`src/rtl/mem_port_arbiter.sv`:
```
// Arbitrates one single-port, variable-latency RAM between instruction fetch and load/store.
// Optional round-robin contention resolution: define MEM_PORT_ARB_RR_EN.
module mem_port_arbiter #(
  parameter int DATA_W      = 32,
  parameter int ADDR_W      = 9,
  parameter int TIMEOUT_CYC = 15
) (
  input  logic              clk,
  input  logic              reset,
  input  logic              if_req,
  input  logic [ADDR_W-1:0] if_addr,
  output logic [DATA_W-1:0] if_rdata,
  output logic              if_valid,
  output logic              if_busy,
  input  logic              mem_req,
  input  logic              mem_we,
  input  logic [ADDR_W-1:0] mem_addr,
  input  logic [DATA_W-1:0] mem_wdata,
  output logic [DATA_W-1:0] mem_rdata,
  output logic              mem_valid,
  output logic              mem_busy,
  output logic              ram_req,
  output logic              ram_we,
  output logic [ADDR_W-1:0] ram_addr,
  output logic [DATA_W-1:0] ram_wdata,
  input  logic [DATA_W-1:0] ram_rdata,
  input  logic              ram_ack,
  output logic              timeout_err
);

  // state   | meaning
  // IDLE    | no access in flight, arbitrate eligible requests
  // GNT_IF  | RAM granted to instruction fetch, waiting for ram_ack
  // GNT_MEM | RAM granted to load/store, waiting for ram_ack
  typedef enum logic [1:0] {IDLE, GNT_IF, GNT_MEM} state_t;

  localparam logic [7:0] TO_CNT = 8'(TIMEOUT_CYC);

  state_t            state_q, state_d;
  logic              ram_req_q, ram_req_d;
  logic              ram_we_q, ram_we_d;
  logic [ADDR_W-1:0] ram_addr_q, ram_addr_d;
  logic [DATA_W-1:0] ram_wdata_q, ram_wdata_d;
  logic [DATA_W-1:0] if_rdata_q, if_rdata_d;
  logic [DATA_W-1:0] mem_rdata_q, mem_rdata_d;
  logic              if_valid_q, if_valid_d;
  logic              mem_valid_q, mem_valid_d;
  logic              timeout_err_q, timeout_err_d;
  logic [7:0]        wd_cnt_q, wd_cnt_d;
  logic              if_elig, mem_elig, mem_wins;

  // A port whose valid is high this cycle is about to drop req; do not serve it twice.
  assign if_elig  = if_req & ~if_valid_q;
  assign mem_elig = mem_req & ~mem_valid_q;

`ifdef MEM_PORT_ARB_RR_EN
  logic last_grant_q, last_grant_d;  // 1 = MEM was granted last

  assign mem_wins = ~last_grant_q;

  always_ff @(posedge clk or negedge reset) begin
    if (!reset) last_grant_q <= 1'b0;
    else        last_grant_q <= last_grant_d;
  end
`else
  assign mem_wins = 1'b1;
`endif

  always_comb begin
    state_d       = state_q;
    ram_req_d     = ram_req_q;
    ram_we_d      = ram_we_q;
    ram_addr_d    = ram_addr_q;
    ram_wdata_d   = ram_wdata_q;
    if_rdata_d    = if_rdata_q;
    mem_rdata_d   = mem_rdata_q;
    if_valid_d    = 1'b0;
    mem_valid_d   = 1'b0;
    timeout_err_d = timeout_err_q;
    wd_cnt_d      = wd_cnt_q;
`ifdef MEM_PORT_ARB_RR_EN
    last_grant_d  = last_grant_q;
`endif
    case (state_q)
      IDLE: begin
        if (mem_elig && (!if_elig || mem_wins)) begin
          state_d     = GNT_MEM;
          ram_req_d   = 1'b1;
          ram_we_d    = mem_we;
          ram_addr_d  = mem_addr;
          ram_wdata_d = mem_wdata;
          wd_cnt_d    = 8'd1;
`ifdef MEM_PORT_ARB_RR_EN
          last_grant_d = 1'b1;
`endif
        end else if (if_elig) begin
          state_d     = GNT_IF;
          ram_req_d   = 1'b1;
          ram_we_d    = 1'b0;
          ram_addr_d  = if_addr;
          ram_wdata_d = '0;
          wd_cnt_d    = 8'd1;
`ifdef MEM_PORT_ARB_RR_EN
          last_grant_d = 1'b0;
`endif
        end
      end
      GNT_IF, GNT_MEM: begin
        if (ram_ack) begin
          state_d   = IDLE;
          ram_req_d = 1'b0;
          wd_cnt_d  = '0;
          if (state_q == GNT_IF) begin
            if_valid_d = 1'b1;
            if_rdata_d = ram_rdata;
          end else begin
            mem_valid_d = 1'b1;
            if (!ram_we_q) mem_rdata_d = ram_rdata;
          end
        end else if (wd_cnt_q >= TO_CNT) begin
          // Ack on this same edge would have won above; this is a genuine abort.
          state_d       = IDLE;
          ram_req_d     = 1'b0;
          wd_cnt_d      = '0;
          timeout_err_d = 1'b1;
          if (state_q == GNT_IF) begin
            if_valid_d = 1'b1;
            if_rdata_d = '0;
          end else begin
            mem_valid_d = 1'b1;
            mem_rdata_d = '0;
          end
        end else begin
          wd_cnt_d = wd_cnt_q + 8'd1;
        end
      end
      default: state_d = IDLE;
    endcase
  end

  always_ff @(posedge clk or negedge reset) begin
    if (!reset) begin
      state_q       <= IDLE;
      ram_req_q     <= 1'b0;
      ram_we_q      <= 1'b0;
      ram_addr_q    <= '0;
      ram_wdata_q   <= '0;
      if_rdata_q    <= '0;
      mem_rdata_q   <= '0;
      if_valid_q    <= 1'b0;
      mem_valid_q   <= 1'b0;
      timeout_err_q <= 1'b0;
      wd_cnt_q      <= '0;
    end else begin
      state_q       <= state_d;
      ram_req_q     <= ram_req_d;
      ram_we_q      <= ram_we_d;
      ram_addr_q    <= ram_addr_d;
      ram_wdata_q   <= ram_wdata_d;
      if_rdata_q    <= if_rdata_d;
      mem_rdata_q   <= mem_rdata_d;
      if_valid_q    <= if_valid_d;
      mem_valid_q   <= mem_valid_d;
      timeout_err_q <= timeout_err_d;
      wd_cnt_q      <= wd_cnt_d;
    end
  end

  assign if_rdata    = if_rdata_q;
  assign if_valid    = if_valid_q;
  assign if_busy     = if_req & ~if_valid_q;
  assign mem_rdata   = mem_rdata_q;
  assign mem_valid   = mem_valid_q;
  assign mem_busy    = mem_req & ~mem_valid_q;
  assign ram_req     = ram_req_q;
  assign ram_we      = ram_we_q;
  assign ram_addr    = ram_addr_q;
  assign ram_wdata   = ram_wdata_q;
  assign timeout_err = timeout_err_q;

endmodule

```
`config.mk`:
```
export PLATFORM = sky130hd
export DESIGN_NAME = mem_port_arbiter
export DESIGN_NICKNAME = d
export VERILOG_FILES = /design/src/rtl/mem_port_arbiter.sv
export SDC_FILE = /design/constraint.sdc
export NUM_CORES = 1
export LEC_CHECK = 0
export CORE_ASPECT_RATIO = 0.6
export CORE_MARGIN = 5
export CORE_UTILIZATION = 43
export DETAILED_ROUTE_END_ITERATION = 7
export GPL_TIMING_DRIVEN = 0
export HOLD_SLACK_MARGIN = 0.02
export PLACE_DENSITY = 0.81
export SKIP_LAST_GASP = 1
export SYNTH_ARGS = -nofsm -noshare
export SYNTH_HDL_FRONTEND = slang
export SYNTH_SLANG_ARGS = --single-unit
```
`constraint.sdc`:
```
create_clock -name clk -period 2 [get_ports clk]
set_input_delay 0.3 -clock clk [delete_from_list [all_inputs] [get_ports clk]]
set_output_delay 0.3 -clock clk [all_outputs]
set_load 0.01 [all_outputs]
```
==> out/results.txt, run 1 <==
Post-Place Cell Area = 6970 um2
DIE AREA = 13,400 um2
global route overflow = 0
crit path to = if_rdata[28]
width of the die = 146 um
clock-pin transition on the worst setup and hold timing paths = 60 ps
core area = 10,700 um2
DRC errors left = 0
switching share of power = 0.343
crit path from = wd_cnt_q[0]
Syn-to-layout area delta = 58.6%
Arr. time, crit path = 2240 ps
Placer Congestion = 0.823
post-route design area = 7570 um2
setup TNS = 0 ps
R2R Path End = if_rdata[28]
vias in the first global route = 4,433
worst-path maximum fanout = 10
post-synthesis sequential area ratio = 0.629
CTS buffer count = 17
Comb pwr share = 0.433
max_cap viols = 0
switching power = 0.00411 W
post-synthesis async set-or-reset flop share = 1.00
NumNets Final = 714
TritonCTS clock tree = built
Post-Syn Area = 4770 um2
Multi-input gate area = 1590 um2
top-level port count = 200
period utilization = 0.961
reg2reg setup slack = 80 ps
# clock sinks = 120
antenna-violating nets left = 0
vias = 4,103
largest net degree at the start of global routing = 101
Net Count, Synth = 493
H-tree depth = 4
port bufs = 199
Post-synth EDFFs = 0
vias per inst = 5.30
DRT Pass-1 Iters = 4
Critical Path Max Stage Delay = 410 ps
r2r startpoint = wd_cnt_q[0]
Slowest-stage cell, CP = dfrtp_1
first-pass GRT wire length = 24,200 um
Cell variety after synth = 28
syn_area_per_cell = 11.9 um2
peak supply drop = 737 uV
final hold slack = 321 ps
proportion of power drawn by the clock network = 0.230
dpl hpwl = 10,900 um
Setup crit start kind = register
pwr/cell area = 1580 nW/um2
Starting Density = 0.446
cell internal pwr = 0.00786 W
Ys Warns = 0
initial antenna violation count = 0
worst rel slew slack = 0.517
final WL = 15,100 um
number of core rows = 29
share of post-route cells with drive strength above 1 = 0.104
clock skew = 10.8 ps
crit end category = register
GRT Total Usage = 0.224
Slew @ Worst Pin = 725 ps
Setup CP Type = register to register
Max Freq = 521 MHz
routed len/inst = 19.5 um
Reg power frac = 0.337
status = finished, final reports clean
flip-flop and latch area = 3000 um2
CP required = 2320 ps
antenna cell count = 0
clk buf depth = 2
RSZ-0062 raised after global routing = true
CTS root buf = clkbuf_16
Hold Path Class = input pin to async pin
Finish-stage setup viols = 0
Syn Inst Count = 402
worst skew pair latency = 410 ps
Top FF cell, synth = dfrtp_1
flops & latches, synth = 120
fill cell count = 762
LEAKAGE = 3.33 nW
Pwr Total = 0.0120 W
CP dominant cell by count = buf_6
1st-iter DRT viols = 235
Final Hold Viols = 0
R2R depth = 7
Tmin final = 1920 ps
Final Max Slew Viols = 0
critical-path cell list = ha_1 -> and3_2 -> o311ai_4 -> buf_6 -> buf_6 -> nand2_1 -> o21ai_1
Die Ht = 91.6 um
[layout by cell type (no fill, tap or decap), types with 3 or more instances in the layout]
| master | Yosys | layout |
|---|---|---|
| clkdlybuf4s50_1 | 0 | 196 |
| dfrtp_1 | 120 | 120 |
| nand2_1 | 78 | 78 |
| a22o_1 | 33 | 33 |
| o21ai_1 | 32 | 32 |
| a32o_1 | 32 | 32 |
| clkbuf_16 | 0 | 17 |
| o21ai_0 | 16 | 16 |
| clkbuf_1 | 22 | 11 |
| clkbuf_2 | 0 | 10 |
| mux2i_1 | 10 | 10 |
| buf_6 | 7 | 9 |
| inv_1 | 6 | 6 |
| nor2b_1 | 7 | 6 |
| a21oi_1 | 5 | 5 |
| clkinvlp_4 | 0 | 5 |
| nor2_1 | 4 | 4 |
| a31oi_1 | 4 | 4 |
| nand2b_1 | 4 | 3 |
| buf_4 | 0 | 3 |
| inv_6 | 0 | 3 |
| clkinv_4 | 0 | 3 |
[critical path: cells and delay by family, from the launching register on]
family	cells	cell delay, ps
buf+inv	2	350
compound gates	2	440
simple gates	2	360
flops	1	410
fa+ha+maj	1	270
[synth_stat cells (5+ instances only)]
cell      instances  share of area
a21oi_1           5         0.0052
a32o_1           32          0.067
nand2_1          78          0.061
o21ai_1          32          0.034
mux2i_1          10          0.021
inv_1             6         0.0047
nor2b_1           7         0.0092
a22o_1           33          0.061
o21ai_0          16          0.017
clkbuf_1         22          0.017
dfrtp_1         120           0.63
buf_6             7          0.017
[power by group through the flow]
| stage | sequential [W] | combinational [W] | clock, W |
|---|---|---|---|
| 6_report | 0.00403 | 0.00519 | 0.00275 |
| 5_1_grt | 0.00415 | 0.00557 | 0.00291 |
| 4_1_cts | 0.00403 | 0.00515 | 0.00279 |
| 3_5_place_dp | 0.00404 | 0.00510 | 0 |
| 3_3_place_gp | 0.00399 | 0.00497 | 0 |
| 2_1_floorplan | 0.00442 | 0.00185 | 0 |
[per-stage QoR]
stage	util	std cells	setup WS (ps)
global route	0.707	774	-20.8
floorplan	-	402	215
global placement	0.648	740	-3880
finish	0.707	774	78.8
CTS	0.703	773	6.49
detailed placement	0.651	741	-221
[how the worst min path moves through the flow]
| stage | to | slack (ps) | depth (start not counted) |
|---|---|---|---|
| 2_1_floorplan | if_rdata[0] | 4 | 0 |
| 3_3_place_gp | timeout_err | 460 | 1 |
| 3_5_place_dp | if_rdata[22] | 160 | 1 |
| 4_1_cts | if_rdata[24] | 320 | 2 |
| 5_1_grt | mem_rdata[23] | 330 | 2 |
| 6_report | if_rdata[24] | 320 | 2 |
[kinds of logic after synthesis]
family | Yosys count | share of synthesized area
and+or+nand+nor | 102 | 0.0920
AOI/OAI and AO/OA | 128 | 0.207
adders and majority gates | 3 | 0.00786
muxes | 10 | 0.0210
DFF | 120 | 0.629
buffers and inverters | 39 | 0.0427
[per-layer routing]
| layer | wire, um | vias to the layer above | GRT usage |
|---|---|---|---|
| li1 | - | 1895 | - |
| met5 | 0 | - | 0 |
| met4 | 160 | 0 | 0.0610 |
| met2 | 7010 | 142 | 0.351 |
| met1 | 6770 | 2053 | 0.298 |
| met3 | 1160 | 13 | 0.0833 |
[timing repair]
action / in CTS / in global routing
cloned: 0 / 1
buffers inserted: 0 / 1
endpoints found under the setup margin: 22 / 78
pin swaps: 0 / 3
hold buffers: 1 / 0
hold endpoints to repair: 20 / 0
gates resized for setup: 4 / 28
[cell type report]
class                   count  share of cell area
flip-flops and latches    120               0.397
multi-input cells         243               0.209
clock buffers              18              0.0580
inverters                   6             0.00298
clock inverters            13              0.0132
repair buffers            203               0.270
well taps                 139              0.0230
plain buffers              32              0.0266
[flip-flops by register name, summed over array words and instances (netlist names)]
name,flops
ram_we,1
ram_wdata,32
if_rdata,32
ram_req,1
wd_cnt_q,8
if_valid,1
mem_valid,1
ram_addr,9
timeout_err,1
state_q,2
mem_rdata,32
No activity file was read; power rests on OpenSTA's default activity.
==> inputs of run 2 (changes only) <==
--- a/config.mk
+++ b/config.mk
@@ -12,6 +12,7 @@
 export GPL_TIMING_DRIVEN = 0
 export HOLD_SLACK_MARGIN = 0.02
 export PLACE_DENSITY = 0.81
+export SKIP_CTS_REPAIR_TIMING = 1
 export SKIP_LAST_GASP = 1
 export SYNTH_ARGS = -nofsm -noshare
 export SYNTH_HDL_FRONTEND = slang
==> run 2 against run 1 <==
  * Flip-flop and latch count unchanged
  * Non-clock buffer count unchanged
  * Clock-buffer cell count unchanged
  * Largest power group unchanged
  * Clock power about the same
  * Clock skew increased by 0.58 ps
  * Register-to-register slack improved by 20 ps
  * Critical path type unchanged
  * Worst hold slack improved by 3.0 ps
==> out/results.txt, run 2 (synthesis gave the netlist of run 1 again) <==
# clock sinks = 120 (unchanged)
Starting Density = 0.446 (unchanged)
largest net degree at the start of global routing = 101 (unchanged)
Tmin final = 1900 ps (was 1920 ps)
worst-path maximum fanout = 10 (unchanged)
routed len/inst = 19.4 um (was 19.5 um)
Max Freq = 526 MHz (was 521 MHz)
post-route design area = 7580 um2 (was 7570 um2)
CP required = 2320 ps (about the same)
period utilization = 0.950 (was 0.961)
CTS root buf = clkbuf_16 (unchanged)
GRT Total Usage = 0.224 (about the same)
antenna cell count = 0 (unchanged)
NumNets Final = 714 (unchanged)
crit end category = register (unchanged)
global route overflow = 0 (unchanged)
TritonCTS clock tree = built (unchanged)
LEAKAGE = 3.34 nW (was 3.33 nW)
pwr/cell area = 1580 nW/um2 (about the same)
vias per inst = 5.32 (was 5.30)
DRC errors left = 0 (unchanged)
Syn-to-layout area delta = 58.8% (was 58.6%)
vias = 4,117 (was 4,103)
1st-iter DRT viols = 272 (was 235)
top-level port count = 200 (unchanged)
dpl hpwl = 10,900 um (unchanged)
port bufs = 199 (unchanged)
CTS buffer count = 17 (unchanged)
clock skew = 11.4 ps (was 10.8 ps)
number of core rows = 29 (unchanged)
Setup CP Type = register to register (unchanged)
vias in the first global route = 4,431 (was 4,433)
initial antenna violation count = 0 (unchanged)
Slew @ Worst Pin = 716 ps (was 725 ps)
antenna-violating nets left = 0 (unchanged)
H-tree depth = 4 (unchanged)
Placer Congestion = 0.823 (unchanged)
DRT Pass-1 Iters = 4 (unchanged)
peak supply drop = 730 uV (was 737 uV)
Final Hold Viols = 0 (unchanged)
first-pass GRT wire length = 24,100 um (was 24,200 um)
Hold Path Class = input pin to async pin (unchanged)
width of the die = 146 um (unchanged)
R2R depth = 6 (was 7)
commonest cells after routing, fill and taps aside = 196 x clkdlybuf4s50_1, 120 x dfrtp_1, 78 x nand2_1, 33 x a22o_1 (unchanged)
core area = 10,700 um2 (unchanged)
Final Max Slew Viols = 0 (unchanged)
clk buf depth = 2 (unchanged)
final WL = 15,000 um (was 15,100 um)
final hold slack = 324 ps (was 321 ps)
Finish-stage setup viols = 0 (unchanged)
share of post-route cells with drive strength above 1 = 0.104 (unchanged)
DIE AREA = 13,400 um2 (unchanged)
worst rel slew slack = 0.523 (was 0.517)
Die Ht = 91.6 um (unchanged)
commonest non-fill, non-tap cell in the layout = clkdlybuf4s50_1 (unchanged)
clock-pin transition on the worst setup and hold timing paths = 60 ps (about the same)
status = finished, final reports clean (unchanged)
Setup crit start kind = register (unchanged)
Pwr Total = 0.0120 W (about the same)
Arr. time, crit path = 2220 ps (was 2240 ps)
setup TNS = 0 ps (unchanged)
RSZ-0062 raised after global routing = true (unchanged)
max_cap viols = 0 (unchanged)
worst skew pair latency = 410 ps (about the same)
Post-Place Cell Area = 6970 um2 (unchanged)
[run 2: per-stage QoR]
step / utilization / cells / setup WS [ps]
floorplan: - / 402 / 215
global placement: 0.648 / 740 / -3880
detailed placement: 0.651 / 741 / -221
CTS: 0.701 / 772 / -56.0
global route: 0.708 / 774 / -6.29
finish: 0.708 / 774 / 100
[run 2: final timing paths]
| check | endpoint | slack [ps] | startpoint |
|---|---|---|---|
| min | if_rdata[24] | 320 | reset |
| min in group clk | timeout_err | 470 | timeout_err |
| max in group asynchronous | wd_cnt_q[1] | 910 | reset |
| max | if_rdata[28] | 100 | wd_cnt_q[6] |
| max reg2reg | if_rdata[28] | 100 | wd_cnt_q[6] |
| min reg2reg | timeout_err | 470 | timeout_err |
[run 2: routing by layer]
metal  part of all wire  track usage  vias to the layer above
met3              0.080       0.0833                       16
met5                  0            0                        -
met4              0.013       0.0610                        0
met2               0.46        0.351                      157
li1                   -            -                     1895
met1               0.44        0.298                     2049
[run 2: power breakdown]
group | switching [W] | total (W) | leakage, nW | internal, W
registers | 0.000599 | 0.00403 | 1.55 | 0.00343
logic | 0.00237 | 0.00519 | 1.54 | 0.00282
clock network | 0.00113 | 0.00274 | 0.251 | 0.00162
total | 0.00410 | 0.0120 | 3.34 | 0.00786
[run 2: layout make-up]
type                    instances  area (um2)
well taps                     139         174
plain buffers                  32         201
flip-flops and latches        120        3000
inverters                       6        22.5
clock inverters                13         100
multi-input cells             243        1590
clock buffers                  18         439
repair buffers                203        2050
fillers                       762        3120
[run 2: worst max-delay path: stages (launching register included)]
cell and delay, ps:
dfrtp_1 400, or4_4 590, o311ai_4 320, buf_6 200, buf_6 150, nand2_1 60
o21ai_1 90
==> inputs of run 3 (changes only) <==
--- a/config.mk
+++ b/config.mk
@@ -7,11 +7,11 @@
 export LEC_CHECK = 0
 export CORE_ASPECT_RATIO = 0.6
 export CORE_MARGIN = 5
-export CORE_UTILIZATION = 43
+export CORE_UTILIZATION = 40
 export DETAILED_ROUTE_END_ITERATION = 7
 export GPL_TIMING_DRIVEN = 0
-export HOLD_SLACK_MARGIN = 0.02
-export PLACE_DENSITY = 0.81
+export HOLD_SLACK_MARGIN = 0.1
+export PLACE_DENSITY = 0.76
 export SKIP_CTS_REPAIR_TIMING = 1
 export SKIP_LAST_GASP = 1
 export SYNTH_ARGS = -nofsm -noshare
==> run 3 against run 2 <==
  * First-iteration DRC count down 13%
  * Utilization down 3.7 points
  * Worst hold slack better by 100 ps
  * Cell area up 1.7%
  * Non-clock buffer count up 2
  * Combinational power about the same
  * Setup slack worse by 75 ps
  * Critical path type unchanged
  * Critical endpoint is now mem_rdata[3]
==> out/results.txt, run 3 (synthesis gave the netlist of run 1 again) <==
worst skew pair latency = 400 ps (was 410 ps)
Met1 Wirelength = 6790 um (was 6680 um)
antenna cell count = 0 (unchanged)
width of the die = 151 um (was 146 um)
GRT Total Usage = 0.214 (was 0.224)
Setup crit start kind = register (unchanged)
global route overflow = 0 (unchanged)
port bufs = 199 (unchanged)
Hold Path Class = input pin to async pin (unchanged)
Placer Congestion = 0.822 (was 0.823)
CP required = 2330 ps (was 2320 ps)
NumNets Final = 716 (was 714)
H-tree depth = 4 (unchanged)
fill cell count = 887 (was 762)
WL met2 = 6790 um (was 6940 um)
vias per inst = 5.14 (was 5.32)
TritonCTS clock tree = built (unchanged)
Setup CP Type = register to register (unchanged)
worst-path maximum fanout = 10 (unchanged)
CP delay by family, top = simple AND/OR/NAND/NOR gates (unchanged)
CP Buf/Inv Count = 2 (unchanged)
Max Freq = 506 MHz (was 526 MHz)
crit path from = wd_cnt_q[5] (was wd_cnt_q[6])
WL met3 = 1180 um (was 1210 um)
DRC errors left = 0 (unchanged)
max_cap viols = 0 (unchanged)
Finish-stage setup viols = 0 (unchanged)
critical-path cell list = or4_4 -> o311ai_4 -> buf_4 -> buf_6 -> a32o_1 (was or4_4 -> o311ai_4 -> buf_6 -> buf_6 -> nand2_1 -> o21ai_1)
top-level port count = 200 (unchanged)
peak supply drop = 761 uV (was 730 uV)
1st-iter DRT viols = 236 (was 272)
share of post-route cells with drive strength above 1 = 0.105 (was 0.104)
Syn-to-layout area delta = 61.4% (was 58.8%)
DRT Pass-1 Iters = 5 (was 4)
routed len/inst = 18.9 um (was 19.4 um)
initial antenna violation count = 0 (unchanged)
Critical Path Max Stage Delay = 620 ps (was 590 ps)
pwr/cell area = 1610 nW/um2 (was 1580 nW/um2)
pre-CTS setup slack = -209 ps (was -221 ps)
crit end category = register (unchanged)
Starting Density = 0.416 (was 0.446)
Slowest-stage cell, CP = or4_4 (unchanged)
LEAKAGE = 3.39 nW (was 3.34 nW)
final hold slack = 424 ps (was 324 ps)
commonest cells after routing, fill and taps aside = 197 x clkdlybuf4s50_1, 120 x dfrtp_1, 78 x nand2_1, 33 x a22o_1, 32 x a32o_1 (was 196 x clkdlybuf4s50_1, 120 x dfrtp_1, 78 x nand2_1, 33 x a22o_1)
worst rel slew slack = 0.513 (was 0.523)
setup ws final = 25.1 ps (was 100 ps)
CTS root buf = clkbuf_16 (unchanged)
DIE AREA = 14,300 um2 (was 13,400 um2)
Arr. time, crit path = 2310 ps (was 2220 ps)
final WL = 15,100 um (was 15,000 um)
CTS buffer count = 17 (unchanged)
r2r startpoint = wd_cnt_q[5] (was wd_cnt_q[6])
antenna-violating nets left = 0 (unchanged)
clk buf depth = 2 (unchanged)
Top Metal Used = met4 (unchanged)
Final Hold Viols = 0 (unchanged)
number of core rows = 30 (was 29)
Tmin final = 1970 ps (was 1900 ps)
vias in the first global route = 4,355 (was 4,431)
core area = 11,500 um2 (was 10,700 um2)
status = finished, final reports clean (unchanged)
dpl hpwl = 10,900 um (about the same)
commonest non-fill, non-tap cell in the layout = clkdlybuf4s50_1 (unchanged)
first-pass GRT wire length = 23,400 um (was 24,100 um)
Slew @ Worst Pin = 730 ps (was 716 ps)
clock-pin transition on the worst setup and hold timing paths = 60 ps (about the same)
largest net degree at the start of global routing = 63 (was 101)
# clock sinks = 120 (unchanged)
period utilization = 0.987 (was 0.950)
clock skew = 9.23 ps (was 11.4 ps)
Die Ht = 94.6 um (was 91.6 um)
Final Max Slew Viols = 0 (unchanged)
vias = 4,104 (was 4,117)
[run 3: area by class of cell]
class	instances	area, um2	area share
plain buffers	32	196	0.0255
clock buffers	20	447	0.0580
flip-flops and latches	120	3000	0.390
well taps	160	200	0.0260
repair buffers	205	2060	0.268
clock inverters	12	174	0.0226
multi-input cells	243	1600	0.208
inverters	6	22.5	0.00292
[run 3: stage by stage]
| stage | util | area (um2) | TNS (ps) | instances | power (W) |
|---|---|---|---|---|---|
| 6_report | 0.671 | 7710 | 0 | 798 | 0.0124 |
| 5_1_grt | 0.671 | 7710 | -6.60 | 798 | 0.0131 |
| 4_1_cts | 0.663 | 7610 | -1580 | 794 | 0.0124 |
| 3_5_place_dp | 0.609 | 6990 | -13310 | 762 | 0.00914 |
| 3_3_place_gp | 0.606 | 6970 | -476760 | 761 | 0.00896 |
| 2_1_floorplan | - | 4770 | 0 | 402 | 0.00627 |
[run 3: power by group]
part	internal, W	leakage, nW	switching (W)
Combinational	0.00283	1.53	0.00238
Clock	0.00212	0.304	0.00109
Sequential	0.00343	1.55	0.000588
[run 3: worst paths after layout]
check	end	slack (ps)	depth (start not counted)
setup / recovery	mem_rdata[3]	30	5
hold / removal	if_rdata[22]	420	2
setup reg to reg	mem_rdata[3]	30	5
hold reg to reg	timeout_err	470	1
max in group asynchronous	ram_wdata[7]	870	3
min in group clk	timeout_err	470	1
[run 3: layer usage]
metal  vias up  GRT usage
li1       1899          -
met1      2014      0.293
met2       166      0.324
met3        25     0.0662
met4         0     0.0754
met5         -          0
